<file path="config.mk">
export PLATFORM = sky130hd
export DESIGN_NAME = mem_burst_master_flat
export DESIGN_NICKNAME = d
export VERILOG_FILES = /design/src/rtl/mem_pkg.sv /design/src/rtl/mem_burst_master_if.sv /design/src/rtl/mem_burst_master.sv /design/src/flat_wrapper.sv
export SDC_FILE = /design/constraint.sdc
export NUM_CORES = 1
export LEC_CHECK = 0
export ABC_AREA = 1
export CAP_MARGIN = 40
export CORE_MARGIN = 4
export CORE_UTILIZATION = 36
export DETAILED_ROUTE_END_ITERATION = 10
export PLACE_DENSITY = 0.82
export SLEW_MARGIN = 10
export SYNTH_ARGS = -nofsm -noshare
export SYNTH_HDL_FRONTEND = slang
export SYNTH_SLANG_ARGS = --single-unit
</file>
<file path="constraint.sdc">
create_clock -name clk -period 1.6 [get_ports clk]
set_input_delay 0.16 -clock clk [delete_from_list [all_inputs] [get_ports clk]]
set_output_delay 0.16 -clock clk [all_outputs]
set_load 0.03 [all_outputs]
</file>
<file path="src/rtl/mem_pkg.sv">
// Shared definitions for the mem_d burst initiator and its memory.
//   burst_state_e : burst sequencer states
//   MEM_*_WIDTH   : default data / address / length field widths
package mem_pkg;
  localparam int MEM_DATA_WIDTH = 32;
  localparam int MEM_ADDR_WIDTH = 16;
  localparam int MEM_LEN_WIDTH  = 8;

  typedef enum logic [2:0] {
    IDLE  = 3'd0,
    WRITE = 3'd1,
    READ  = 3'd2,
    DRAIN = 3'd3,
    DONE  = 3'd4
  } burst_state_e;
endpackage

</file>
<file path="src/rtl/mem_burst_master_if.sv">
// Bus bundle for mem_burst_master: command, write stream, read stream,
// status and the mem_d memory port.
//   master : the burst initiator side
//   slave  : the environment (command source, streams, memory)
interface mem_burst_master_if
  import mem_pkg::*;
#(
  parameter int DATA_WIDTH = MEM_DATA_WIDTH,
  parameter int ADDR_WIDTH = MEM_ADDR_WIDTH,
  parameter int LEN_WIDTH  = MEM_LEN_WIDTH
);
  logic                  cmd_valid;
  logic                  cmd_ready;
  logic                  cmd_wr;
  logic [ADDR_WIDTH-1:0] cmd_addr;
  logic [LEN_WIDTH-1:0]  cmd_len;
  logic                  wdata_valid;
  logic                  wdata_ready;
  logic [DATA_WIDTH-1:0] wdata;
  logic                  rdata_valid;
  logic                  rdata_ready;
  logic [DATA_WIDTH-1:0] rdata;
  logic                  busy;
  logic                  done;
  logic                  mem_valid;
  logic                  mem_rd_wr;
  logic [ADDR_WIDTH-1:0] mem_addr;
  logic [DATA_WIDTH-1:0] mem_wr_data;
  logic [DATA_WIDTH-1:0] mem_rd_data;

  modport master (
    input  cmd_valid, cmd_wr, cmd_addr, cmd_len, wdata_valid, wdata,
           rdata_ready, mem_rd_data,
    output cmd_ready, wdata_ready, rdata_valid, rdata, busy, done,
           mem_valid, mem_rd_wr, mem_addr, mem_wr_data
  );

  modport slave (
    output cmd_valid, cmd_wr, cmd_addr, cmd_len, wdata_valid, wdata,
           rdata_ready, mem_rd_data,
    input  cmd_ready, wdata_ready, rdata_valid, rdata, busy, done,
           mem_valid, mem_rd_wr, mem_addr, mem_wr_data
  );
endinterface

</file>
<file path="src/rtl/mem_burst_master.sv">
// Burst initiator for mem_d. Takes one command (direction, base address,
// beats-1), then drives one memory beat per cycle. Write beats come from
// the wdata stream; read beats leave on the rdata stream, using the
// memory's held rd_data as the output register.
//   clk, rst_n : clock, asynchronous active-low reset
//   bus        : command / wdata / rdata streams, busy, done, memory port
module mem_burst_master
  import mem_pkg::*;
#(
  parameter int DATA_WIDTH = MEM_DATA_WIDTH,
  parameter int ADDR_WIDTH = MEM_ADDR_WIDTH,
  parameter int LEN_WIDTH  = MEM_LEN_WIDTH
) (
  input  logic         clk,
  input  logic         rst_n,
  mem_burst_master_if.master bus
);
  burst_state_e          state_q, state_d;
  logic [ADDR_WIDTH-1:0] addr_q;
  logic [LEN_WIDTH-1:0]  cnt_q;
  logic                  rvld_q;
  logic                  accept, wr_beat, issue, step, last;

  // A read may only be issued when the held rd_data is free or being
  // consumed this cycle, otherwise the memory would overwrite it.
  always_comb begin
    accept  = (state_q == IDLE) && bus.cmd_valid;
    wr_beat = (state_q == WRITE) && bus.wdata_valid;
    issue   = (state_q == READ) && (!rvld_q || bus.rdata_ready);
    step    = wr_beat || issue;
    last    = (cnt_q == '0);
  end

  always_comb begin
    state_d = state_q;
    case (state_q)
      IDLE:    if (bus.cmd_valid) state_d = bus.cmd_wr ? WRITE : READ;
      WRITE:   if (wr_beat && last) state_d = DONE;
      READ:    if (issue && last) state_d = DRAIN;
      DRAIN:   if (rvld_q && bus.rdata_ready) state_d = DONE;
      DONE:    state_d = IDLE;
      default: state_d = IDLE;
    endcase
  end

  always_ff @(posedge clk or negedge rst_n) begin
    if (!rst_n) begin
      state_q <= IDLE;
      addr_q  <= '0;
      cnt_q   <= '0;
      rvld_q  <= 1'b0;
    end else begin
      state_q <= state_d;
      if (accept) begin
        addr_q <= bus.cmd_addr;
        cnt_q  <= bus.cmd_len;
      end else if (step) begin
        // Address wraps naturally; count stops at zero on the final beat.
        addr_q <= addr_q + 1'b1;
        if (!last) cnt_q <= cnt_q - 1'b1;
      end
      if (issue)                rvld_q <= 1'b1;
      else if (bus.rdata_ready) rvld_q <= 1'b0;
    end
  end

  assign bus.cmd_ready   = (state_q == IDLE);
  assign bus.wdata_ready = (state_q == WRITE);
  assign bus.rdata_valid = rvld_q;
  assign bus.rdata       = bus.mem_rd_data;
  assign bus.busy        = (state_q != IDLE);
  assign bus.done        = (state_q == DONE);
  assign bus.mem_valid   = step;
  assign bus.mem_rd_wr   = (state_q == WRITE);
  assign bus.mem_addr    = addr_q;
  assign bus.mem_wr_data = bus.wdata;
endmodule

</file>
<file path="src/flat_wrapper.sv">
// flat-port wrapper written by rule: the top's interface ports become plain ports
module mem_burst_master_flat import mem_pkg::*;
#(
  parameter int DATA_WIDTH = MEM_DATA_WIDTH,
  parameter int ADDR_WIDTH = MEM_ADDR_WIDTH,
  parameter int LEN_WIDTH  = MEM_LEN_WIDTH
)
  (clk, rst_n, bus_cmd_valid, bus_cmd_wr, bus_cmd_addr, bus_cmd_len, bus_wdata_valid, bus_wdata, bus_rdata_ready, bus_mem_rd_data, bus_cmd_ready, bus_wdata_ready, bus_rdata_valid, bus_rdata, bus_busy, bus_done, bus_mem_valid, bus_mem_rd_wr, bus_mem_addr, bus_mem_wr_data);
  mem_burst_master_if #(.DATA_WIDTH(DATA_WIDTH), .ADDR_WIDTH(ADDR_WIDTH), .LEN_WIDTH(LEN_WIDTH)) bus_i ();
  input  logic clk;
  input  logic rst_n;
  input wire logic [$bits(bus_i.cmd_valid)-1:0] bus_cmd_valid;
  input wire logic [$bits(bus_i.cmd_wr)-1:0] bus_cmd_wr;
  input wire logic [$bits(bus_i.cmd_addr)-1:0] bus_cmd_addr;
  input wire logic [$bits(bus_i.cmd_len)-1:0] bus_cmd_len;
  input wire logic [$bits(bus_i.wdata_valid)-1:0] bus_wdata_valid;
  input wire logic [$bits(bus_i.wdata)-1:0] bus_wdata;
  input wire logic [$bits(bus_i.rdata_ready)-1:0] bus_rdata_ready;
  input wire logic [$bits(bus_i.mem_rd_data)-1:0] bus_mem_rd_data;
  output wire logic [$bits(bus_i.cmd_ready)-1:0] bus_cmd_ready;
  output wire logic [$bits(bus_i.wdata_ready)-1:0] bus_wdata_ready;
  output wire logic [$bits(bus_i.rdata_valid)-1:0] bus_rdata_valid;
  output wire logic [$bits(bus_i.rdata)-1:0] bus_rdata;
  output wire logic [$bits(bus_i.busy)-1:0] bus_busy;
  output wire logic [$bits(bus_i.done)-1:0] bus_done;
  output wire logic [$bits(bus_i.mem_valid)-1:0] bus_mem_valid;
  output wire logic [$bits(bus_i.mem_rd_wr)-1:0] bus_mem_rd_wr;
  output wire logic [$bits(bus_i.mem_addr)-1:0] bus_mem_addr;
  output wire logic [$bits(bus_i.mem_wr_data)-1:0] bus_mem_wr_data;
  assign bus_i.cmd_valid = bus_cmd_valid;
  assign bus_i.cmd_wr = bus_cmd_wr;
  assign bus_i.cmd_addr = bus_cmd_addr;
  assign bus_i.cmd_len = bus_cmd_len;
  assign bus_i.wdata_valid = bus_wdata_valid;
  assign bus_i.wdata = bus_wdata;
  assign bus_i.rdata_ready = bus_rdata_ready;
  assign bus_i.mem_rd_data = bus_mem_rd_data;
  assign bus_cmd_ready = bus_i.cmd_ready;
  assign bus_wdata_ready = bus_i.wdata_ready;
  assign bus_rdata_valid = bus_i.rdata_valid;
  assign bus_rdata = bus_i.rdata;
  assign bus_busy = bus_i.busy;
  assign bus_done = bus_i.done;
  assign bus_mem_valid = bus_i.mem_valid;
  assign bus_mem_rd_wr = bus_i.mem_rd_wr;
  assign bus_mem_addr = bus_i.mem_addr;
  assign bus_mem_wr_data = bus_i.mem_wr_data;
  mem_burst_master #(.DATA_WIDTH(DATA_WIDTH), .ADDR_WIDTH(ADDR_WIDTH), .LEN_WIDTH(LEN_WIDTH)) u_core (.clk(clk), .rst_n(rst_n), .bus(bus_i));
endmodule
</file>
==> results.sh <==
export IMPL_status="finished clean"
export IMPL_fin_skew_ns=0.00751
export IMPL_cts_buffers=3
export IMPL_synth_top_cell_area_share=0.264
export IMPL_clk_pin_slew_ns=0.11
export IMPL_use_met3=0.0345
export IMPL_io_buffers=52
export IMPL_track_usage=0.136
export IMPL_design_area_um2=3000
export IMPL_finalNonFillerCells=500
export IMPL_critPathSlowestCell="clkdlybuf4s50_1"
export IMPL_dp_cells=488
export IMPL_worstPathArrival_ns=1.39
export IMPL_endpoint_kind="output port"
export IMPL_p_int_uw=3010
export IMPL_nets=499
export IMPL_ys_seq_area_frac=0.264
export IMPL_hold_buffers=0
export IMPL_firstDrtPassIters=4
export IMPL_area_growth_pct=13.1
export IMPL_critPathTopFamily="buffers and inverters"
export IMPL_vias=2324
export IMPL_switchingPower_uw=3160
export IMPL_synth_seq_cells=28
export IMPL_synthesis_nets=496
export IMPL_crit_required_ns=1.44
export IMPL_met2_usage=0.219
export IMPL_layout_min_cycle_time_ns=1.55
export IMPL_dieArea_um2=8820
export IMPL_p_sw_frac=0.512
export IMPL_routedWlPerCell_um=12.2
export IMPL_grt_max_degree=29
export IMPL_synth_area_leaders="dfrtp_1 (26%), buf_4 (19%), nand2_1 (17%), inv_1 (6.2%), nand3_1 (5.8%)"
export IMPL_cts_sinks=28
export IMPL_setup_viol=0
export IMPL_worstSkewPairLatency_ns=0.29
export IMPL_io_pins=181
export IMPL_startpoint_type="flop"
export IMPL_drtIter0Drc=147
export IMPL_drive_gt1_frac=0.152
export IMPL_path_buf_inv=1
export IMPL_relSlewSlack=0.747
export IMPL_post_route_period_util=0.970
export IMPL_start_util=0.368
export IMPL_grt_pass1_wl_um=9970
export IMPL_synth_warnings=0
export IMPL_report_final_hold_viol_count=0
export IMPL_power_frac_clock=0.095
export IMPL_slew_viol_final=0
export IMPL_syn_area_per_cell_um2=6.66
export IMPL_routed_wl_um=6120
export IMPL_worstPathCellList="clkdlybuf4s50_1"
export IMPL_max_stage_delay_ns=0.69
export IMPL_drc_errors=0
export IMPL_p_leak_uw=0.00154
export IMPL_fillCellCount=755
export IMPL_antenna_found_initial=0
export IMPL_max_cap_viol_count=0
export IMPL_pwr_share_comb=0.670
export IMPL_synthCells=399
export IMPL_grt_ovfl_total=0
export IMPL_rows=31
export IMPL_num_antenna_cells=0
export IMPL_place_gp_congestion=0.895
export IMPL_holdWs_ns=0.246
export IMPL_fmax_ghz=0.644
export IMPL_hold_class="in2async"
export IMPL_dpl_instance_area_um2=2830
export IMPL_vias_per_cell=4.65
export IMPL_grt_busiest_layer="met2"
export IMPL_core_um2=7210
export IMPL_cts_root_buf="clkbuf_8"
export IMPL_first_global_vias=2194
export IMPL_die_h_um=93.9
export IMPL_cts_path_max_buffers=2
export IMPL_cts_tree="yes"
export IMPL_fin_tns_setup_ns=0
export IMPL_pwr_share_seq=0.235
export IMPL_hpwl_um=4560
export IMPL_synth_top_area_cell="dfrtp_1"
export IMPL_syn_area_um2=2660
export IMPL_antenna_left=0
export IMPL_yosysUniqueCellTypes=30
export IMPL_grtUsageMet1=0.184
export IMPL_tightest_slew_ns=0.380
export IMPL_crit_path_max_fanout=4
export IMPL_crit_type="reg2out"
export IMPL_p_per_area_nw_per_um2=2060
export IMPL_die_w_um=93.9
export IMPL_vdd_ir_drop_max_mv=0.844
export IMPL_cts_htree_levels=1
layout by cell type (no fill, tap or decap), types with 2 or more instances in the layout:
cell type and n:
nand3_1 31, buf_6 2, buf_12 2, a21oi_1 7
or2_2 2, nand2_2 4, o21ai_0 15, or2_1 2
dlymetal6s2s_1 4, dfrtp_2 2, clkdlybuf4s50_1 34, dlygate4sd2_1 8
nand2_8 2, dfrtp_1 26, inv_2 4, nor2_1 27
nand2_1 122, nor2_2 4, clkbuf_8 3, o21ai_2 2
o21ai_1 5, nand4_1 7, nand3b_1 2, nor3_1 2
ha_1 3, nor2_4 5, buf_4 21, nand2_4 5
inv_1 42
cells in the mapped netlist:
| cell type | count |
|---|---|
| inv_1 | 44 |
| buf_6 | 3 |
| buf_4 | 67 |
| buf_2 | 2 |
| buf_12 | 1 |
| inv_2 | 2 |
| nor2_1 | 31 |
| o21a_1 | 1 |
| nand3_2 | 1 |
| nand3b_1 | 2 |
| ha_1 | 3 |
| nor3_1 | 2 |
| or2_2 | 2 |
| nand2_8 | 1 |
| nand2_4 | 5 |
| nand3_4 | 1 |
| a21oi_1 | 7 |
| o21ai_1 | 4 |
| o21ai_0 | 16 |
| or2_1 | 2 |
| dfrtp_1 | 28 |
| nand2_2 | 4 |
| a21boi_0 | 1 |
| nand2_1 | 123 |
| nand4_1 | 7 |
| xnor2_1 | 1 |
| o21ai_2 | 2 |
| nor2_4 | 3 |
| nand3_1 | 31 |
| nor2_2 | 2 |
layer usage:
layer,routed length [um],part of all wire
met1,2750,0.45
met3,512,0.084
met4,24,0.0039
met5,0,0
met2,2830,0.46
path summary, 6_finish.rpt:
kind                                                       end  slack (ns)                                start  cells after the start
max                                            bus_mem_addr[4]        0.05   u_core.bus.mem_addr[4]$_DFFE_PN0P_                      1
min                         u_core.bus.mem_addr[9]$_DFFE_PN0P_        0.25                                rst_n                      2
max reg2reg                 u_core.bus.mem_addr[1]$_DFFE_PN0P_        0.10        u_core.state_q[0]$_DFFE_PN0P_                      9
min reg2reg                u_core.bus.mem_addr[15]$_DFFE_PN0P_        0.54  u_core.bus.mem_addr[15]$_DFFE_PN0P_                      2
max in group asynchronous        u_core.state_q[1]$_DFFE_PN0P_        1.05                                rst_n                      2
min in group clk                           bus_mem_wr_data[13]        0.32                        bus_wdata[13]                      0
power groups by stage:
stage / registers (uW) / logic, uW / clock network (uW)
2_1_floorplan: 1750 / 2790 / 0
3_5_place_dp: 1460 / 3940 / 0
3_3_place_gp: 1440 / 3850 / 0
4_1_cts: 1450 / 3910 / 595
5_1_grt: 1510 / 4620 / 615
6_report: 1450 / 4140 / 589
per-stage QoR:
stage	total power, uW	setup WS (ns)	util
after global placement	5290	0.0657	0.393
after global routing	6750	-0.00689	0.416
after floorplan	4550	0.00559	-
after detailed placement	5390	0.0374	0.393
final	6170	0.0484	0.416
after CTS	5950	0.00264	0.402
sequential cells by signal (all words and copies together), names as in the netlist:
signal                  flops
u_core.cnt_q                8
u_core.bus.rdata_valid      1
u_core.bus.mem_addr        16
u_core.state_q              3
cells by family after synthesis:
kind of cell | Yosys count | share of synthesized area
and+or+nand+nor | 217 | 0.377
DFF | 28 | 0.264
xor gates and xnor gates | 1 | 0.00330
AOI/OAI and AO/OA | 31 | 0.0631
buffers and inverters | 119 | 0.278
adders and majority gates | 3 | 0.0141
final cells by class:
class,instances,area (um^2),area share
tap,99,124,0.0412
timing repair buffer,71,681,0.227
multi-input combinational,252,1250,0.417
inverter,46,173,0.0575
clock buffer,3,41.3,0.0137
sequential,28,703,0.234
clock inverter,1,30.0,0.0100
repair_timing:
item                                    in CTS  in global routing
pin swaps                                    1                  4
resized for setup                           10                 16
endpoints found under the setup margin       9                 19
buffers inserted                             1                  7
No activity file was read; power rests on OpenSTA's default activity.
